===== config.mk =====
export PLATFORM = sky130hd
export DESIGN_NAME = chess_board_mapper_flat
export DESIGN_NICKNAME = d
export VERILOG_FILES = /design/src/rtl/chess_board_mapper_if.sv /design/src/rtl/chess_board_mapper.sv /design/src/flat_wrapper.sv
export SDC_FILE = /design/constraint.sdc
export NUM_CORES = 1
export LEC_CHECK = 0
export ABC_CLOCK_PERIOD_IN_PS = 11520
export CORE_MARGIN = 5
export CORE_UTILIZATION = 38
export CTS_CLUSTER_DIAMETER = 200
export DETAILED_ROUTE_END_ITERATION = 8
export SLEW_MARGIN = 20
export SYNTH_ARGS = -nofsm -noshare
export SYNTH_HDL_FRONTEND = slang
export SYNTH_SLANG_ARGS = --single-unit

===== constraint.sdc =====
create_clock -name i_vga_clk -period 11.52 [get_ports i_vga_clk]
set_clock_uncertainty 0.15 [all_clocks]
set_input_delay 2.304 -clock i_vga_clk [delete_from_list [all_inputs] [get_ports i_vga_clk]]
set_output_delay 2.304 -clock i_vga_clk [all_outputs]
set_load 0.05 [all_outputs]

===== src/rtl/chess_board_mapper_if.sv =====
// Pixel/board bus between the VGA scan source and chess_board_mapper.
// master drives scan position and board writes; slave returns per-pixel square data.
interface chess_board_mapper_if;
    logic [9:0]  DrawX;
    logic [9:0]  DrawY;
    logic        blank;
    logic        wr_en;
    logic [5:0]  wr_square;
    logic [3:0]  wr_piece;
    logic [5:0]  cursor_sq;
    logic [3:0]  piece_q;
    logic [11:0] rom_address;
    logic        light_sq;
    logic        in_board;
    logic        blank_q;
    logic        cursor_hit;

    modport master (
        output DrawX, DrawY, blank, wr_en, wr_square, wr_piece, cursor_sq,
        input  piece_q, rom_address, light_sq, in_board, blank_q, cursor_hit
    );

    modport slave (
        input  DrawX, DrawY, blank, wr_en, wr_square, wr_piece, cursor_sq,
        output piece_q, rom_address, light_sq, in_board, blank_q, cursor_hit
    );
endinterface


===== src/rtl/chess_board_mapper.sv =====
// Two-stage pixel-to-square mapper with an internal 64-entry board register file.
// Optional feature: define CURSOR_EN to enable cursor_hit; otherwise it is tied to 0.
module chess_board_mapper #(
    parameter int X_OFFSET = 80,
    parameter int SQ_SIZE  = 60
) (
    input  logic                  i_vga_clk,
    input  logic                  i_reset,
    chess_board_mapper_if.slave   bus
);
    localparam logic [9:0] X_LO   = 10'(X_OFFSET);
    localparam logic [9:0] X_HI   = 10'(X_OFFSET + 8*SQ_SIZE);
    localparam logic [9:0] Y_HI   = 10'(8*SQ_SIZE);
    localparam logic [9:0] SQ_10  = 10'(SQ_SIZE);
    localparam logic [11:0] SQ_12 = 12'(SQ_SIZE);

    // Quotient by threshold compare; operands never exceed 8*SQ_SIZE here.
    function automatic logic [2:0] sq_div(input logic [9:0] v);
        sq_div = '0;
        for (int i = 1; i < 8; i++) begin
            if (v >= 10'(i*SQ_SIZE)) sq_div = 3'(i);
        end
    endfunction

    function automatic logic [3:0] start_piece(input logic [5:0] sq);
        logic [3:0] back;
        case (sq[2:0])
            3'd0, 3'd7: back = 4'd4;
            3'd1, 3'd6: back = 4'd2;
            3'd2, 3'd5: back = 4'd3;
            3'd3:       back = 4'd5;
            default:    back = 4'd6;
        endcase
        case (sq[5:3])
            3'd0:    start_piece = back + 4'd8;
            3'd1:    start_piece = 4'd9;
            3'd6:    start_piece = 4'd1;
            3'd7:    start_piece = back;
            default: start_piece = 4'd0;
        endcase
    endfunction

    logic [9:0] w_x_rel;
    logic       w_in_board;
    logic [2:0] w_col;
    logic [2:0] w_row;
    logic [5:0] w_sx;
    logic [5:0] w_sy;

    always_comb begin
        w_x_rel    = bus.DrawX - X_LO;
        w_in_board = (bus.DrawX >= X_LO) && (bus.DrawX < X_HI) && (bus.DrawY < Y_HI);
        w_col      = '0;
        w_row      = '0;
        w_sx       = '0;
        w_sy       = '0;
        if (w_in_board) begin
            w_col = sq_div(w_x_rel);
            w_row = sq_div(bus.DrawY);
            w_sx  = 6'(w_x_rel   - {7'd0, w_col} * SQ_10);
            w_sy  = 6'(bus.DrawY - {7'd0, w_row} * SQ_10);
        end
    end

    logic       r_s1_in;
    logic [2:0] r_s1_col;
    logic [2:0] r_s1_row;
    logic [5:0] r_s1_sx;
    logic [5:0] r_s1_sy;
    logic       r_s1_blank;
    logic       r_flush;

    // Stage 1 stays empty for one extra cycle after reset so the outputs read 0
    // for the reset cycle plus two refill cycles.
    always_ff @(posedge i_vga_clk) begin
        r_flush <= i_reset;
        if (i_reset || r_flush) begin
            r_s1_in    <= 1'b0;
            r_s1_col   <= '0;
            r_s1_row   <= '0;
            r_s1_sx    <= '0;
            r_s1_sy    <= '0;
            r_s1_blank <= 1'b0;
        end else begin
            r_s1_in    <= w_in_board;
            r_s1_col   <= w_col;
            r_s1_row   <= w_row;
            r_s1_sx    <= w_sx;
            r_s1_sy    <= w_sy;
            r_s1_blank <= bus.blank;
        end
    end

    logic [3:0] r_board [64];

    always_ff @(posedge i_vga_clk) begin
        if (i_reset) begin
            for (int i = 0; i < 64; i++) r_board[i] <= start_piece(6'(i));
        end else if (bus.wr_en) begin
            r_board[bus.wr_square] <= bus.wr_piece;
        end
    end

    logic [5:0]  w_rd_sq;
    logic [3:0]  w_rd_piece;
    logic [11:0] w_rom;
    logic        w_cursor;

    always_comb begin
        w_rd_sq    = {r_s1_row, r_s1_col};
        w_rd_piece = (bus.wr_en && (bus.wr_square == w_rd_sq)) ? bus.wr_piece : r_board[w_rd_sq];
        w_rom      = 12'(r_s1_sy) * SQ_12 + 12'(r_s1_sx);
`ifdef CURSOR_EN
        w_cursor   = r_s1_in && (w_rd_sq == bus.cursor_sq);
`else
        w_cursor   = 1'b0;
`endif
    end

    logic [3:0]  r_piece_q;
    logic [11:0] r_rom_address;
    logic        r_light_sq;
    logic        r_in_board;
    logic        r_blank_q;
    logic        r_cursor_hit;

    always_ff @(posedge i_vga_clk) begin
        if (i_reset) begin
            r_piece_q     <= '0;
            r_rom_address <= '0;
            r_light_sq    <= 1'b0;
            r_in_board    <= 1'b0;
            r_blank_q     <= 1'b0;
            r_cursor_hit  <= 1'b0;
        end else begin
            r_piece_q     <= r_s1_in ? w_rd_piece : 4'd0;
            r_rom_address <= w_rom;
            r_light_sq    <= r_s1_in & ~(r_s1_row[0] ^ r_s1_col[0]);
            r_in_board    <= r_s1_in;
            r_blank_q     <= r_s1_blank;
            r_cursor_hit  <= w_cursor;
        end
    end

    assign bus.piece_q     = r_piece_q;
    assign bus.rom_address = r_rom_address;
    assign bus.light_sq    = r_light_sq;
    assign bus.in_board    = r_in_board;
    assign bus.blank_q     = r_blank_q;
    assign bus.cursor_hit  = r_cursor_hit;
endmodule


===== src/flat_wrapper.sv =====
// flat-port wrapper written by rule: the top's interface ports become plain ports
module chess_board_mapper_flat 
#(
    parameter int X_OFFSET = 80,
    parameter int SQ_SIZE  = 60
)
  (i_vga_clk, i_reset, bus_DrawX, bus_DrawY, bus_blank, bus_wr_en, bus_wr_square, bus_wr_piece, bus_cursor_sq, bus_piece_q, bus_rom_address, bus_light_sq, bus_in_board, bus_blank_q, bus_cursor_hit);
  chess_board_mapper_if bus_i ();
  input  logic i_vga_clk;
  input  logic i_reset;
  input wire logic [$bits(bus_i.DrawX)-1:0] bus_DrawX;
  input wire logic [$bits(bus_i.DrawY)-1:0] bus_DrawY;
  input wire logic [$bits(bus_i.blank)-1:0] bus_blank;
  input wire logic [$bits(bus_i.wr_en)-1:0] bus_wr_en;
  input wire logic [$bits(bus_i.wr_square)-1:0] bus_wr_square;
  input wire logic [$bits(bus_i.wr_piece)-1:0] bus_wr_piece;
  input wire logic [$bits(bus_i.cursor_sq)-1:0] bus_cursor_sq;
  output wire logic [$bits(bus_i.piece_q)-1:0] bus_piece_q;
  output wire logic [$bits(bus_i.rom_address)-1:0] bus_rom_address;
  output wire logic [$bits(bus_i.light_sq)-1:0] bus_light_sq;
  output wire logic [$bits(bus_i.in_board)-1:0] bus_in_board;
  output wire logic [$bits(bus_i.blank_q)-1:0] bus_blank_q;
  output wire logic [$bits(bus_i.cursor_hit)-1:0] bus_cursor_hit;
  assign bus_i.DrawX = bus_DrawX;
  assign bus_i.DrawY = bus_DrawY;
  assign bus_i.blank = bus_blank;
  assign bus_i.wr_en = bus_wr_en;
  assign bus_i.wr_square = bus_wr_square;
  assign bus_i.wr_piece = bus_wr_piece;
  assign bus_i.cursor_sq = bus_cursor_sq;
  assign bus_piece_q = bus_i.piece_q;
  assign bus_rom_address = bus_i.rom_address;
  assign bus_light_sq = bus_i.light_sq;
  assign bus_in_board = bus_i.in_board;
  assign bus_blank_q = bus_i.blank_q;
  assign bus_cursor_hit = bus_i.cursor_hit;
  chess_board_mapper #(.X_OFFSET(X_OFFSET), .SQ_SIZE(SQ_SIZE)) u_core (.i_vga_clk(i_vga_clk), .i_reset(i_reset), .bus(bus_i));
endmodule

==> reports/summary.txt <==
Floorplan row count -> 73
# diodes -> 0
Setup crit start kind -> input pin
P_sw -> 590 uW
RePlAce Congestion -> 0.778
Sw Share -> 23.1%
Flop2flop setup slack -> 7.70 ns
Vias per inst -> 5.55
Share of cells above drive strength 1 -> 16.6%
Crit-path max FO -> 11
GRT Total Usage -> 15.9%
Register share of total power -> 48.5%
Overall routed net length -> 35,200 um
Hold Violations, Final -> 0
Detail-routed net length per standard cell -> 20.8 um
Fill cells -> 3,570
Max Buffers Root-to-Sink -> 3
Max cap viols -> 0
CTS buffer count -> 35
WHS Path Cells -> 1
Fin crit share -> 51.4%
Gate power share -> 10.1%
Period minus WS final -> 5.92 ns
Initial antenna violation count -> 0
Post-DP Area -> 16,100 sq um
Clock network power share -> 41.4%
Worst EP required -> 11.73 ns
Fin nets -> 1,223
Reg clk slew, reported paths -> 0.06 ns
Synth Flop Type -> edfxtp_1
CTS tree -> done
Residual DRC -> 0
Crit Path Category -> input pin to register
Final hold slack -> 0.285 ns
Die ar. -> 44,200 sq um
Reg2reg path depth -> 12
Congestion Overflow GR -> 0
Vias in the first global route -> 9,510
Cts repair resizes -> 0
Setup TNS -> 0 ns
Layout Utilization -> 43.3%
Outcome -> finished clean
P per Cell Area -> 148 nW/um^2
Post-synthesis sequential area ratio -> 55.7%
Worst vdd ir -> 0.0897 mV
Async SR Flop Fraction -> 0%
Commonest non-fill, non-tap cell in the layout -> edfxtp_1
Yosys cell types -> 58
Boundary pin count -> 60
Post-CTS setup buffers -> 0
Worst flop-to-flop path startpoint -> u_core.r_s1_sy[2]
Detailed-route via count -> 9,361
Initial Util -> 38.4%
Worst-Skew Late Latency -> 0.51 ns
IO buf count -> 52
# setup viols final -> 0
CTS HTree Levels -> 2
RSZ-0062 raised after global routing -> no
Most frequent cells in the layout -> edfxtp_1 (256), and3_1 (202), mux4_2 (75)
Placeable Area -> 39,700 sq um
Critical Path Start -> bus_DrawX[4]
Crit. End Element -> register
Internal -> 1960 uW
First-pass GRT wire length -> 55,800 um
Max-slew violations -> 0
Synthesized area per cell -> 13.2 sq um
Leak -> 0.00676 uW
Fmax -> 169 MHz
Crit path to -> u_core.r_s1_sx[5]
Arr. time, crit path -> 6.13 ns
DR iter-0 viols -> 749
CTS Hold Bufs -> 0
Seq cells post-synth -> 296
Yosys Warn Count -> 0
Initial DRT Pass Iterations -> 5
HP Class -> register to register
Layout area overhead -> 12.9%
Cell Area, Synth -> 15,200 sq um
Root Buffer -> clkbuf_16
Syn Inst Count -> 1,152
Clock sinks -> 296
DRT antenna net count -> 0
Design area -> 17,200 sq um
EDFF count, synth -> 256
Mapped Nets -> 1,236
Pin count of the biggest net entering global routing -> 66
Max-slew headroom -> 30.3%
Crit Reg-Reg Endpoint -> u_core.bus.rom_address[11]
Worst slew pin tran -> 1.05 ns
DIE HEIGHT -> 210 um
Hpwl dp -> 21,900 um
Die X -> 210 um
[worst max-delay path, cell delays in order]
cell and delay, ns:
clkdlybuf4s50_1 0.59, inv_1 0.15, ha_1 0.36, nor2b_1 0.26, nor2_1 0.09, xor2_1 0.34, a211oi_1 0.08, a211oi_1 0.45
fa_1 0.54, inv_1 0.08, ha_1 0.22, inv_1 0.06, ha_1 0.25, a21oi_1 0.18, xnor2_1 0.14, nor2_1 0.05
[logic make-up (layout without fill, tap and decap cells)]
logic type | after synthesis | in the layout | share of synthesized area (%)
simple gates | 414 | 414 | 16.2
flops | 296 | 296 | 55.7
buf+inv | 157 | 168 | 4.24
compound gates | 125 | 125 | 6.01
mux | 83 | 83 | 11.6
fa+ha+maj | 45 | 45 | 4.37
xor+xnor | 31 | 31 | 1.87
other cells | 1 | 1 | 0.0246
[flip-flops by register name, summed over array words and instances, names as in the netlist]
| name | count |
|---|---|
| u_core.bus.piece_q | 4 |
| u_core.r_board | 256 |
| u_core.bus.light_sq | 1 |
| u_core.bus.in_board | 1 |
| u_core.bus.rom_address | 12 |
| u_core.bus.blank_q | 1 |
| u_core.r_s1_blank | 1 |
| u_core.r_s1_sy | 6 |
| u_core.r_flush | 1 |
| u_core.r_s1_sx | 6 |
| u_core.r_s1_row | 3 |
| u_core.r_s1_in | 1 |
| u_core.r_s1_col | 3 |
[how the worst min path moves through the flow]
stage,from,end
3_3_place_gp,u_core.r_flush,u_core.r_s1_blank
2_1_floorplan,u_core.r_flush,u_core.r_s1_blank
5_1_grt,u_core.r_s1_blank,u_core.bus.blank_q
6_report,u_core.r_s1_blank,u_core.bus.blank_q
3_5_place_dp,u_core.r_s1_blank,u_core.bus.blank_q
4_1_cts,u_core.r_s1_blank,u_core.bus.blank_q
[power groups by stage]
stage	Sequential [uW]	Clock, uW	Combinational (uW)
global placement	1260	0	253
detailed placement	1260	0	259
floorplan	1260	0	180
CTS	1240	1080	260
global route	1240	1130	286
finish	1240	1060	259
[metal layers]
layer  vias up  routed length [um]  part of all wire [%]  track usage, %
li1       4315                   -                     -               -
met2       235               16600                    47            25.4
met4         0                 949                   2.7            4.59
met3        56                1830                   5.2            2.20
met1      4755               15800                    45            22.8
met5         -                   0                     0               0
[final cells by class]
type | instances | area, sq um | area share, %
timing repair buffer | 75 | 683 | 3.97
inverter | 32 | 120 | 0.698
multi-input combinational | 699 | 6170 | 35.8
sequential | 296 | 8500 | 49.4
clock buffer | 49 | 981 | 5.70
tap | 525 | 657 | 3.82
clock inverter | 12 | 108 | 0.625
[metrics by stage]
step	total power [uW]	setup slack [ns]	instances
after global routing	2650	5.27	1688
after CTS	2580	5.58	1687
after detailed placement	1520	5.06	1626
final	2550	5.60	1688
after global placement	1510	5.18	1626
after floorplan	1440	6.20	1152
[Yosys cell counts (2+ instances only)]
| library cell | count | share of area [%] |
|---|---|---|
| nor2_1 | 46 | 1.1 |
| ha_1 | 30 | 2.5 |
| xnor2_1 | 21 | 1.2 |
| nand3b_1 | 30 | 1.5 |
| xor2_1 | 9 | 0.52 |
| fa_1 | 14 | 1.8 |
| a211o_1 | 7 | 0.40 |
| o211ai_1 | 4 | 0.20 |
| o21ai_0 | 9 | 0.30 |
| edfxtp_1 | 256 | 50 |
| buf_6 | 5 | 0.37 |
| dfxtp_1 | 40 | 5.3 |
| mux2i_1 | 8 | 0.53 |
| buf_2 | 12 | 0.39 |
| a21o_1 | 62 | 3.1 |
| a211oi_1 | 9 | 0.44 |
| a21oi_1 | 13 | 0.43 |
| nand2_1 | 26 | 0.64 |
| mux4_2 | 75 | 11 |
| o31ai_1 | 2 | 0.099 |
| nor2b_1 | 20 | 0.82 |
| nand4_1 | 5 | 0.21 |
| a21boi_0 | 3 | 0.15 |
| or3b_2 | 2 | 0.11 |
| or2_2 | 22 | 0.90 |
| nor3_1 | 6 | 0.20 |
| clkbuf_1 | 105 | 2.6 |
| buf_1 | 2 | 0.049 |
| inv_1 | 32 | 0.79 |
| nor3b_1 | 5 | 0.25 |
| and3_1 | 202 | 8.3 |
| a311oi_1 | 2 | 0.11 |
| or4_1 | 4 | 0.20 |
| a2111oi_0 | 2 | 0.11 |
| nand3_1 | 7 | 0.23 |
| nand2b_1 | 22 | 0.90 |
| o2111ai_1 | 4 | 0.23 |
| or3_1 | 9 | 0.37 |
Note: power is estimated with default switching activity, not from simulation.
